===== config.mk =====
export PLATFORM = sky130hd
export DESIGN_NAME = avalon_cipher_dma
export DESIGN_NICKNAME = d
export VERILOG_FILES = /design/src/rtl/avalon_cipher_dma.sv
export SDC_FILE = /design/constraint.sdc
export NUM_CORES = 2
export LEC_CHECK = 0
export ABC_CLOCK_PERIOD_IN_PS = 3200
export CAP_MARGIN = 20
export CORE_MARGIN = 3
export CORE_UTILIZATION = 61
export CTS_CLUSTER_SIZE = 28
export DETAILED_ROUTE_END_ITERATION = 12
export GPL_ROUTABILITY_DRIVEN = 0
export PLACE_DENSITY = 0.8
export SKIP_CTS_REPAIR_TIMING = 1
export SLEW_MARGIN = 5
export SYNTH_ARGS = -nofsm -noshare
export SYNTH_HDL_FRONTEND = slang
export SYNTH_SLANG_ARGS = --single-unit

===== constraint.sdc =====
create_clock -name clk -period 3.2 [get_ports clk]
set_clock_uncertainty 0.2 [all_clocks]
set_input_delay 0.32 -clock clk [delete_from_list [all_inputs] [get_ports clk]]
set_output_delay 0.32 -clock clk [all_outputs]
set_load 0.005 [all_outputs]

===== src/rtl/avalon_cipher_dma.sv =====
// Avalon memory-to-memory DMA that encrypts 64-bit blocks with PRESENT-128 in ECB or CBC mode.
// Holds the iterative PRESENT core (one round per clock) and the DMA register/bus engine.

module present (
   input  logic         clk,
   input  logic         reset_n,
   input  logic         start,
   input  logic [63:0]  plaintext,
   input  logic [127:0] key,
   output logic [63:0]  ciphertext,
   output logic         eoc
);

   logic [63:0]  state_r;
   logic [127:0] key_r;
   logic [5:0]   round_r;
   logic         run_r;
   logic [63:0]  ciphertext_r;
   logic         eoc_r;

   function automatic logic [3:0] sbox(input logic [3:0] x);
      case (x)
         4'h0: sbox = 4'hC;  4'h1: sbox = 4'h5;  4'h2: sbox = 4'h6;  4'h3: sbox = 4'hB;
         4'h4: sbox = 4'h9;  4'h5: sbox = 4'h0;  4'h6: sbox = 4'hA;  4'h7: sbox = 4'hD;
         4'h8: sbox = 4'h3;  4'h9: sbox = 4'hE;  4'hA: sbox = 4'hF;  4'hB: sbox = 4'h8;
         4'hC: sbox = 4'h4;  4'hD: sbox = 4'h7;  4'hE: sbox = 4'h1;
         default: sbox = 4'h2;
      endcase
   endfunction

   function automatic logic [63:0] s_layer(input logic [63:0] x);
      logic [63:0] y;
      for (int i = 0; i < 16; i++) y[4*i +: 4] = sbox(x[4*i +: 4]);
      return y;
   endfunction

   function automatic logic [63:0] p_layer(input logic [63:0] x);
      logic [63:0] y;
      for (int i = 0; i < 63; i++) y[(i * 16) % 63] = x[i];
      y[63] = x[63];
      return y;
   endfunction

   function automatic logic [127:0] key_update(input logic [127:0] k, input logic [4:0] rc);
      logic [127:0] y;
      y            = {k[66:0], k[127:67]};
      y[127:124]   = sbox(y[127:124]);
      y[123:120]   = sbox(y[123:120]);
      y[66:62]     = y[66:62] ^ rc;
      return y;
   endfunction

   // Round engine: rounds 1..31 update state and key, round 32 applies the final whitening key.
   always_ff @(posedge clk or negedge reset_n) begin
      if (!reset_n) begin
         state_r      <= 64'h0;
         key_r        <= 128'h0;
         round_r      <= 6'd0;
         run_r        <= 1'b0;
         ciphertext_r <= 64'h0;
         eoc_r        <= 1'b0;
      end else begin
         eoc_r <= 1'b0;
         if (start) begin
            state_r <= plaintext;
            key_r   <= key;
            round_r <= 6'd1;
            run_r   <= 1'b1;
         end else if (run_r) begin
            if (round_r == 6'd32) begin
               ciphertext_r <= state_r ^ key_r[127:64];
               eoc_r        <= 1'b1;
               run_r        <= 1'b0;
            end else begin
               state_r <= p_layer(s_layer(state_r ^ key_r[127:64]));
               key_r   <= key_update(key_r, round_r[4:0]);
               round_r <= round_r + 6'd1;
            end
         end
      end
   end

   assign ciphertext = ciphertext_r;
   assign eoc        = eoc_r;

endmodule

module avalon_cipher_dma #(
   parameter int CNT_W  = 16,
   parameter bit CBC_EN = 1'b1
) (
   input  logic        clk,
   input  logic        reset_n,
   input  logic        avs_write,
   input  logic [5:0]  avs_address,
   input  logic [31:0] avs_writedata,
   output logic [31:0] avs_readdata,
   output logic        avm_read,
   output logic        avm_write,
   output logic [31:0] avm_address,
   output logic [31:0] avm_writedata,
   input  logic [31:0] avm_readdata,
   input  logic        avm_waitrequest,
   output logic        irq
);

   typedef enum logic [2:0] {
      IDLE = 3'd0, RD0 = 3'd1, RD1 = 3'd2, ENC_START = 3'd3,
      ENC_WAIT = 3'd4, WR0 = 3'd5, WR1 = 3'd6, FINISH = 3'd7
   } state_t;

   state_t           state_r, nxt_state_s;
   logic [127:0]     key_r;
   logic [31:0]      src_r, dst_r, iv_hi_r, iv_lo_r;
   logic [CNT_W-1:0] num_r, remaining_r, done_cnt_r;
   logic             mode_r, irq_en_r, done_r, aborted_r, abort_pending_r, irq_r;
   logic [31:0]      rd_ptr_r, wr_ptr_r, rd_ptr_nxt_s, wr_ptr_nxt_s;
   logic [63:0]      pt_r, chain_r, ct_s, cipher_pt_s;
   logic             eoc_s, cipher_start_s;
   logic             avm_read_r, avm_write_r, avm_read_nxt_s, avm_write_nxt_s;
   logic [31:0]      avm_address_r, avm_writedata_r, avm_address_nxt_s, avm_writedata_nxt_s;
   logic [3:0]       reg_idx_s;
   logic             busy_s, hs_s, cfg_wr_s, start_s, abort_wr_s, w1c_s, fin_s, last_blk_s;
   logic             unused_s;

   assign reg_idx_s  = avs_address[5:2];
   assign unused_s   = ^avs_address[1:0];
   assign busy_s     = (state_r != IDLE);
   assign hs_s       = ~avm_waitrequest;
   assign cfg_wr_s   = avs_write & ~busy_s;
   assign start_s    = cfg_wr_s & (reg_idx_s == 4'd7) & avs_writedata[0];
   assign abort_wr_s = avs_write & busy_s & (reg_idx_s == 4'd7) & avs_writedata[3];
   assign w1c_s      = avs_write & (reg_idx_s == 4'd8);
   assign fin_s      = (state_r == FINISH);
   assign last_blk_s = (remaining_r == CNT_W'(32'd1));

   assign cipher_start_s = (state_r == ENC_START);
   assign cipher_pt_s    = mode_r ? (pt_r ^ chain_r) : pt_r;

   present u_present (
      .clk        (clk),
      .reset_n    (reset_n),
      .start      (cipher_start_s),
      .plaintext  (cipher_pt_s),
      .key        (key_r),
      .ciphertext (ct_s),
      .eoc        (eoc_s)
   );

   // Configuration registers; frozen while a transfer is running.
   always_ff @(posedge clk or negedge reset_n) begin
      if (!reset_n) begin
         key_r    <= 128'h0;
         src_r    <= 32'h0;
         dst_r    <= 32'h0;
         num_r    <= {CNT_W{1'b0}};
         mode_r   <= 1'b0;
         irq_en_r <= 1'b0;
         iv_hi_r  <= 32'h0;
         iv_lo_r  <= 32'h0;
      end else if (cfg_wr_s) begin
         case (reg_idx_s)
            4'd0:  key_r[31:0]   <= avs_writedata;
            4'd1:  key_r[63:32]  <= avs_writedata;
            4'd2:  key_r[95:64]  <= avs_writedata;
            4'd3:  key_r[127:96] <= avs_writedata;
            4'd4:  src_r         <= avs_writedata;
            4'd5:  dst_r         <= avs_writedata;
            4'd6:  num_r         <= avs_writedata[CNT_W-1:0];
            4'd7: begin
               mode_r   <= CBC_EN ? avs_writedata[1] : 1'b0;
               irq_en_r <= avs_writedata[2];
            end
            4'd9:  iv_hi_r       <= avs_writedata;
            4'd10: iv_lo_r       <= avs_writedata;
            default: ;
         endcase
      end
   end

   // Sticky status bits (hardware set beats W1C), pending abort and the registered interrupt.
   always_ff @(posedge clk or negedge reset_n) begin
      if (!reset_n) begin
         done_r          <= 1'b0;
         aborted_r       <= 1'b0;
         abort_pending_r <= 1'b0;
         irq_r           <= 1'b0;
      end else begin
         if (fin_s && !abort_pending_r)      done_r <= 1'b1;
         else if (w1c_s && avs_writedata[1]) done_r <= 1'b0;
         if (fin_s && abort_pending_r)       aborted_r <= 1'b1;
         else if (w1c_s && avs_writedata[2]) aborted_r <= 1'b0;
         if (fin_s)                          abort_pending_r <= 1'b0;
         else if (abort_wr_s)                abort_pending_r <= 1'b1;
         irq_r <= irq_en_r & (done_r | aborted_r);
      end
   end

   // Transfer datapath: pointers, block counters, plaintext capture and CBC chain value.
   always_ff @(posedge clk or negedge reset_n) begin
      if (!reset_n) begin
         rd_ptr_r    <= 32'h0;
         wr_ptr_r    <= 32'h0;
         remaining_r <= {CNT_W{1'b0}};
         done_cnt_r  <= {CNT_W{1'b0}};
         chain_r     <= 64'h0;
         pt_r        <= 64'h0;
      end else begin
         rd_ptr_r <= rd_ptr_nxt_s;
         wr_ptr_r <= wr_ptr_nxt_s;
         if (start_s) begin
            remaining_r <= num_r;
            done_cnt_r  <= {CNT_W{1'b0}};
            chain_r     <= {iv_hi_r, iv_lo_r};
         end else if (state_r == WR1 && hs_s) begin
            remaining_r <= remaining_r - CNT_W'(32'd1);
            done_cnt_r  <= done_cnt_r + CNT_W'(32'd1);
            chain_r     <= ct_s;
         end
         if (state_r == RD0 && hs_s) pt_r[63:32] <= avm_readdata;
         if (state_r == RD1 && hs_s) pt_r[31:0]  <= avm_readdata;
      end
   end

   // Pointer look-ahead so the bus outputs can be registered from next-state values.
   always_comb begin
      rd_ptr_nxt_s = rd_ptr_r;
      wr_ptr_nxt_s = wr_ptr_r;
      case (state_r)
         IDLE: begin
            if (start_s) begin
               rd_ptr_nxt_s = src_r;
               wr_ptr_nxt_s = dst_r;
            end else begin
               rd_ptr_nxt_s = rd_ptr_r;
            end
         end
         RD0, RD1: begin
            if (hs_s) rd_ptr_nxt_s = rd_ptr_r + 32'd4;
            else      rd_ptr_nxt_s = rd_ptr_r;
         end
         WR0, WR1: begin
            if (hs_s) wr_ptr_nxt_s = wr_ptr_r + 32'd4;
            else      wr_ptr_nxt_s = wr_ptr_r;
         end
         default: rd_ptr_nxt_s = rd_ptr_r;
      endcase
   end

   // FSM state register.
   always_ff @(posedge clk or negedge reset_n) begin
      if (!reset_n) state_r <= IDLE;
      else          state_r <= nxt_state_s;
   end

   // FSM next-state logic; a pending abort is honoured at the next completed bus beat.
   always_comb begin
      nxt_state_s = state_r;
      case (state_r)
         IDLE: begin
            if (start_s) nxt_state_s = (num_r == {CNT_W{1'b0}}) ? FINISH : RD0;
            else         nxt_state_s = IDLE;
         end
         RD0: begin
            if (hs_s) nxt_state_s = abort_pending_r ? FINISH : RD1;
            else      nxt_state_s = RD0;
         end
         RD1: begin
            if (hs_s) nxt_state_s = abort_pending_r ? FINISH : ENC_START;
            else      nxt_state_s = RD1;
         end
         ENC_START: nxt_state_s = ENC_WAIT;
         ENC_WAIT: begin
            if (eoc_s) nxt_state_s = WR0;
            else       nxt_state_s = ENC_WAIT;
         end
         WR0: begin
            if (hs_s) nxt_state_s = abort_pending_r ? FINISH : WR1;
            else      nxt_state_s = WR0;
         end
         WR1: begin
            if (hs_s) nxt_state_s = (abort_pending_r || last_blk_s) ? FINISH : RD0;
            else      nxt_state_s = WR1;
         end
         FINISH:  nxt_state_s = IDLE;
         default: nxt_state_s = IDLE;
      endcase
   end

   // FSM output decode from the next state, registered below.
   always_comb begin
      avm_read_nxt_s      = (nxt_state_s == RD0) || (nxt_state_s == RD1);
      avm_write_nxt_s     = (nxt_state_s == WR0) || (nxt_state_s == WR1);
      avm_address_nxt_s   = 32'h0;
      avm_writedata_nxt_s = 32'h0;
      if (avm_read_nxt_s)       avm_address_nxt_s = rd_ptr_nxt_s;
      else if (avm_write_nxt_s) avm_address_nxt_s = wr_ptr_nxt_s;
      else                      avm_address_nxt_s = 32'h0;
      if (nxt_state_s == WR0)      avm_writedata_nxt_s = ct_s[63:32];
      else if (nxt_state_s == WR1) avm_writedata_nxt_s = ct_s[31:0];
      else                         avm_writedata_nxt_s = 32'h0;
   end

   // Registered initiator outputs.
   always_ff @(posedge clk or negedge reset_n) begin
      if (!reset_n) begin
         avm_read_r      <= 1'b0;
         avm_write_r     <= 1'b0;
         avm_address_r   <= 32'h0;
         avm_writedata_r <= 32'h0;
      end else begin
         avm_read_r      <= avm_read_nxt_s;
         avm_write_r     <= avm_write_nxt_s;
         avm_address_r   <= avm_address_nxt_s;
         avm_writedata_r <= avm_writedata_nxt_s;
      end
   end

   assign avm_read      = avm_read_r;
   assign avm_write     = avm_write_r;
   assign avm_address   = avm_address_r;
   assign avm_writedata = avm_writedata_r;
   assign irq           = irq_r;

   // Target read mux.
   always_comb begin
      avs_readdata = 32'h0;
      case (reg_idx_s)
         4'd0:    avs_readdata = key_r[31:0];
         4'd1:    avs_readdata = key_r[63:32];
         4'd2:    avs_readdata = key_r[95:64];
         4'd3:    avs_readdata = key_r[127:96];
         4'd4:    avs_readdata = src_r;
         4'd5:    avs_readdata = dst_r;
         4'd6:    avs_readdata = 32'(num_r);
         4'd7:    avs_readdata = {29'h0, irq_en_r, mode_r, 1'b0};
         4'd8:    avs_readdata = {29'h0, aborted_r, done_r, busy_s};
         4'd9:    avs_readdata = iv_hi_r;
         4'd10:   avs_readdata = iv_lo_r;
         4'd11:   avs_readdata = 32'(done_cnt_r);
         default: avs_readdata = 32'h0;
      endcase
   end

endmodule

; ---- Word level (Yosys, flattened, before mapping)
; Memory sizes are Yosys's and may differ from the RTL's.
; Index checks and enable logic that the tools add are counted.
; Widths: inputs -> output; s select.
[totals]
n_memories = 18
mem_bits_ro = 1152
wordCells = 181
input_bits = 74
regBits = 835
output_inout_bits = 99
[classes]
n_bitwise = 15
add_sub_neg = 5
muxes = 51
n_eq_ne = 25
n_reduce_logical = 34
[memory_table]
columns = memory, words, word_bits, rd, rd_ports_with_merged_regs, write_ports, line_no
row1 = (no name shown), 16, 4, 1, 0, 0, 22  ; case (x)
row2 = (no name shown), 16, 4, 1, 0, 0, 22
row3 = (no name shown), 16, 4, 1, 0, 0, 22
row4 = (no name shown), 16, 4, 1, 0, 0, 22
row5 = (no name shown), 16, 4, 1, 0, 0, 22
row6 = (no name shown), 16, 4, 1, 0, 0, 22
row7 = 12 more memories, --, --, --, --, --, --
[ops]
columns = cell, count
row1 = $mux 128, 3
row2 = $mux 64, 6
row3 = $pmux 32 s12, 1
row4 = $mux 32, 8
row5 = $pmux 32 s2, 2
row6 = $xor 64x64->64, 2
row7 = $add 32x3->32 const B, 2
row8 = $mux 16, 4
row9 = $mux 3, 8
row10 = $pmux 3 s8, 1
row11 = $reduce_and 2->1, 11
row12 = $eq 3x3->1 const B, 6
row13 = $mux 6, 3
row14 = $add 16x1->16 const B, 1
row15 = $eq 16x1->1 const B, 1
row16 = $eq 4x3->1 const B, 4
row17 = $eq 4x4->1 const B, 4
row18 = $logic_not 16->1, 1
row19 = $sub 16x1->16 const B, 1
row20 = $mux 1, 14
row21 = $reduce_bool 2->1, 5
row22 = $eq 3x2->1 const B, 3
row23 = $and 1x1->1, 8
row24 = $eq 4x2->1 const B, 2
row25 = other kinds (17), 29

; ---- Depth between registers and ports, before layout
[depth]
depth_word = 11
depth_mapped = 12
ltp_nobuf = 9

; ---- Cells and area by module
; From an unflattened synthesis, not the netlist that was laid out.
[hier_totals]
cells_unflattened = 3735
area_unflattened_um2 = 40611.4
[by_module_without_submodules]
columns = mod, cells_per_inst, seq_area_each_um2, area_per_inst_um2, instances
row1 = avalon_cipher_dma, 2214, 14288.7, 26168.8, 1
row2 = present, 1521, 6606.3, 14442.6, 1

; ---- Worst setup path after synthesis
; OpenSTA, ideal clock, no wires.
[synth_timing]
path_kind = flip-flop to flip-flop
start = register remaining_r[2]
end = register avm_writedata_r[10] (netlist: avm_writedata[10])
arrival_time_ns = 2.165
n_path_buf = 2
period_less_slack_ns = 2.487
path_stages_with_launch = 8
required_time_ns = 2.878
setup_ns = 0.122
path_slack_ns = 0.713
path_cell_list = dfrtp_1 or4_4 nor4b_4 a31oi_2 a22o_1 buf_2 buf_2 a32o_1
[synth_via]
elab_chain_cells = 8
word_cells_on_any_way = 9
cone_classes = 3 x eq/ne / 5 x mux / 1 x reduce/logical
[synth_rtl]
columns = item, line_no
row1 = start: declaration, 115  ; logic [CNT_W-1:0] num_r, remaining_r, done_cnt_r;
row2 = start signal: assignment, 204  ; remaining_r <= {CNT_W{1'b0}};
row3 = start signal: assignment, 212  ; remaining_r <= num_r;
row4 = start signal: assignment, 216  ; remaining_r <= remaining_r - CNT_W'(32'd1);
row5 = $eq 16x1->1 *, 135  ; assign last_blk_s = (remaining_r == CNT_W'(32'd1));
row6 = $logic_or 1x1->1 *, 282  ; if (hs_s) nxt_state_s = (abort_pending_r || last_blk_s) ? FINISH : RD0;
row7 = $mux 3 * (2 in series), 282
row8 = $pmux 3 s8 *, 259  ; case (state_r)
row9 = $eq 3x3->1, 300  ; else if (nxt_state_s == WR1) avm_writedata_nxt_s = ct_s[31:0];
row10 = $mux 32, 300
row11 = $mux 32 *, 299  ; if (nxt_state_s == WR0) avm_writedata_nxt_s = ct_s[63:32];
row12 = via avm_writedata_nxt_s[10], 121  ; logic [31:0] avm_address_r, avm_writedata_r, avm_address_nxt_s, avm_writedata_nxt_s;
row13 = end signal: assignment, 315  ; avm_writedata_r <= avm_writedata_nxt_s;
row14 = end: declaration, 121
; Mark *: on every way through the listed nets, which the timed path passes. The rest lies on a longest branch.
; A chain may end at the register's enable or synchronous reset.

; ---- Final worst setup path
[layout_timing]
start = input port avs_address[3]
end = output port avs_readdata[13]
[layout_via]
elab_chain_cells = 2
word_cells_on_any_way = 13
cone_classes = 11 x eq/ne / 1 x mux / 1 x reduce/logical
[layout_rtl]
columns = item, line_no
row1 = start: declaration, 95  ; input logic [5:0] avs_address,
row2 = "$eq 4x4->1, or another cell as far along", 328  ; case (reg_idx_s)
row3 = $pmux 32 s12 *, 328
row4 = end: declaration, 97  ; output logic [31:0] avs_readdata,
; Every way passes the cells marked *; elsewhere a longest branch is shown, timed or not.

==> impl_metrics.json <==
{
  "netlist_instances": 3914,
  "worstPathMaxFanout": 14,
  "clock_power_share": 0.213,
  "wl_per_cell_microns": 26.1,
  "vias_per_cell": 6.70,
  "clk_path_buf_depth": 3,
  "start_util": 0.621,
  "die_area_sq_um": 70500,
  "htreeDepth": 3,
  "ys_ff_latch": 835,
  "clk_transition_reported_paths_ps": 60,
  "avgSynthCellArea_sq_um": 10.5,
  "synth-edff-count": 0,
  "place_inst": 4857,
  "setup_tns_ps": 0,
  "port_buffers": 170,
  "p_total_mw": 53.2,
  "hp-class": "in2async",
  "core-area_sq_um": 66200,
  "grt_max_degree": 151,
  "die_x_microns": 266,
  "final_cells": 5030,
  "fin_crit_sh": 0.997,
  "insertion_delay_ps": 650,
  "clock.fmax_ghz": 0.313,
  "tightest_slew_ps": 1260,
  "async_flop_share": 1.00,
  "cts_tree": "built",
  "seq_area_frac_synth": 0.508,
  "drt_pass1_iterations": 9,
  "max_cap_violations": 0,
  "drv_slew": 0,
  "synth_fp_nets": 4085,
  "ios": 173,
  "pwr_density_cell_nw_per_um2": 1110,
  "vias": 33720,
  "totalWireLength_microns": 131000,
  "drc": 0,
  "start_kind": "input pin",
  "antenna_found_initial": 1,
  "syn_to_final_growth_pct": 16.9,
  "period_minus_slack_ps": 3190,
  "ys_warn_count": 0,
  "synthFlopType": "dfrtp_1",
  "p_switching_mw": 21.9,
  "die_h_microns": 266,
  "gr-total-overflow": 0,
  "critPathRequiredTime_ps": 2680,
  "nets": 4263,
  "syn-cell-area_sq_um": 41100,
  "clock-sinks": 835,
  "status": "completed",
  "drive_above_1_share": 0.187,
  "cp-end-kind": "primary output",
  "slew_headroom": 0.146,
  "grt_pass1_vias": 33100,
  "numCtsBuffers": 87,
  "finalHoldViolCount": 0,
  "cp.arrival_ps": 2670,
  "grt_setup_unrepaired": "no",
  "antenna_left": 0,
  "root_buffer": "clkbuf_16",
  "place_hpwl_microns": 91400,
  "grt_use_total": 0.370,
  "p_seq_frac": 0.364,
  "hold_ws_ps": 6.66,
  "rows": 94,
  "p_leak_nw": 21.7,
  "sw_frac_of_total": 0.413,
  "critPathKind": "in2out",
  "ir_drop_mv": 0.676,
  "intPower_mw": 31.2,
  "p_comb_frac": 0.423,
  "setup_viol": 0,
  "ys_types": 80,
  "grt_pass1_wl_microns": 199000,
  "drt_iter0_markers": 4732
}
-- cells by family (layout without fill, tap and decap cells) --
group           after synthesis  after routing  share of synthesized area
xor+xnor                    178            178                     0.0381
fa+ha+maj                    98             98                     0.0298
compound gates              805            805                      0.134
buf+inv                     339            590                     0.0341
simple gates               1240           1240                      0.132
other cells                   0              1                          0
flops                       835            835                      0.508
mux                         419            419                      0.123
-- cell usage after synthesis (8+ instances only) --
library cell | instances | share of area
ha_1 | 97 | 0.030
a32o_1 | 32 | 0.0078
nor3b_1 | 8 | 0.0015
nor4_1 | 24 | 0.0037
xnor2_1 | 75 | 0.016
and2_1 | 8 | 0.0012
and3_1 | 12 | 0.0018
mux4_2 | 34 | 0.019
a22oi_1 | 180 | 0.033
buf_4 | 8 | 0.0015
buf_2 | 62 | 0.0075
nor3_1 | 45 | 0.0055
mux2i_1 | 28 | 0.0068
and4_1 | 8 | 0.0017
o311ai_0 | 23 | 0.0049
a31oi_1 | 128 | 0.019
a221oi_1 | 22 | 0.0047
dfrtp_1 | 835 | 0.51
nand2_1 | 699 | 0.064
xor2_1 | 102 | 0.022
o211ai_1 | 22 | 0.0040
nand2b_1 | 22 | 0.0033
clkbuf_1 | 142 | 0.013
mux2_2 | 357 | 0.098
or3_1 | 9 | 0.0014
a221o_1 | 14 | 0.0034
nand3_1 | 54 | 0.0066
buf_1 | 43 | 0.0039
inv_1 | 79 | 0.0072
a21oi_1 | 73 | 0.0089
nand4_1 | 61 | 0.0093
a22o_1 | 23 | 0.0049
nor2_1 | 242 | 0.022
o21ai_0 | 200 | 0.024
a211oi_1 | 11 | 0.0020
o221a_2 | 13 | 0.0036
-- metal layers --
layer | track usage | share of wire
met5 | 0 | 0
met4 | 0.245 | 0.079
met3 | 0.0794 | 0.10
met2 | 0.567 | 0.45
met1 | 0.480 | 0.36
-- per-stage QoR --
| step | instance area (sq um) | setup slack, ps | utilization |
|---|---|---|---|
| finish | 48000 | 10.2 | 0.726 |
| global route | 48000 | 1.03 | 0.726 |
| CTS | 47900 | -313 | 0.724 |
| detailed placement | 44700 | -135 | 0.675 |
| global placement | 44700 | -79.6 | 0.675 |
| floorplan | 41100 | 713 | - |
-- power by group through the flow --
stage          Clock, mW  Sequential (mW)  Combinational, mW
4_1_cts             11.4             19.2               21.8
6_report            11.3             19.4               22.5
5_1_grt             11.8             19.6               24.4
2_1_floorplan          0             17.1               14.8
3_5_place_dp           0             19.3               21.5
3_3_place_gp           0             19.1               20.6
-- placed cells by master, fill, tap and decap left out, types with 92 or more instances in the layout --
master / synthesis / final
a22oi_1: 180 / 180
a31oi_1: 128 / 127
buf_4: 8 / 127
clkbuf_16: 0 / 92
clkdlybuf4s50_1: 0 / 165
dfrtp_1: 835 / 831
ha_1: 97 / 97
mux2_2: 357 / 357
nand2_1: 699 / 699
nor2_1: 242 / 238
o21ai_0: 200 / 200
xor2_1: 102 / 102
-- path summary, 6_finish.rpt --
check / cells past startpoint / from / slack, ps / end
min in group clk: 2 / avm_readdata[30] / 120 / pt_r[30]$_DFFE_PN0P_
min reg2reg: 2 / chain_r[57]$_DFFE_PN0P_ / 270 / chain_r[57]$_DFFE_PN0P_
max in group asynchronous: 4 / reset_n / 1780 / avm_writedata[7]$_DFF_PN0_
max: 9 / avs_address[3] / 10 / avs_readdata[13]
min: 2 / reset_n / 7 / avm_address[26]$_DFF_PN0_
max reg2reg: 7 / num_r[1]$_DFFE_PN0P_ / 120 / avm_address[31]$_DFF_PN0_
-- area by class of cell --
cell class / count / area, sq um
inverter: 81 / 309
clock inverter: 34 / 553
multi-input combinational: 2740 / 18900
sequential: 835 / 20900
antenna: 1 / 2.50
clock buffer: 128 / 2680
fill: 4488 / 18200
timing repair buffer: 347 / 3590
tap: 864 / 1080
-- registers in the layout, summed over array words and instances, names as in the netlist, 64 cells and up --
signal and flops:
key_r 128, u_present.key_r 128, chain_r 64, pt_r 64, u_present.ciphertext 64, u_present.state_r 64
-- worst max-delay path: stages --
cell and delay [ps]:
clkdlybuf4s50_1 510, buf_4 220, nand2b_1 150, nor2_2 70, buf_12 160, a22o_1 240, a221oi_1 240, nand4_1 240
clkdlybuf4s50_1 510
(Power assumes the default switching activity.)
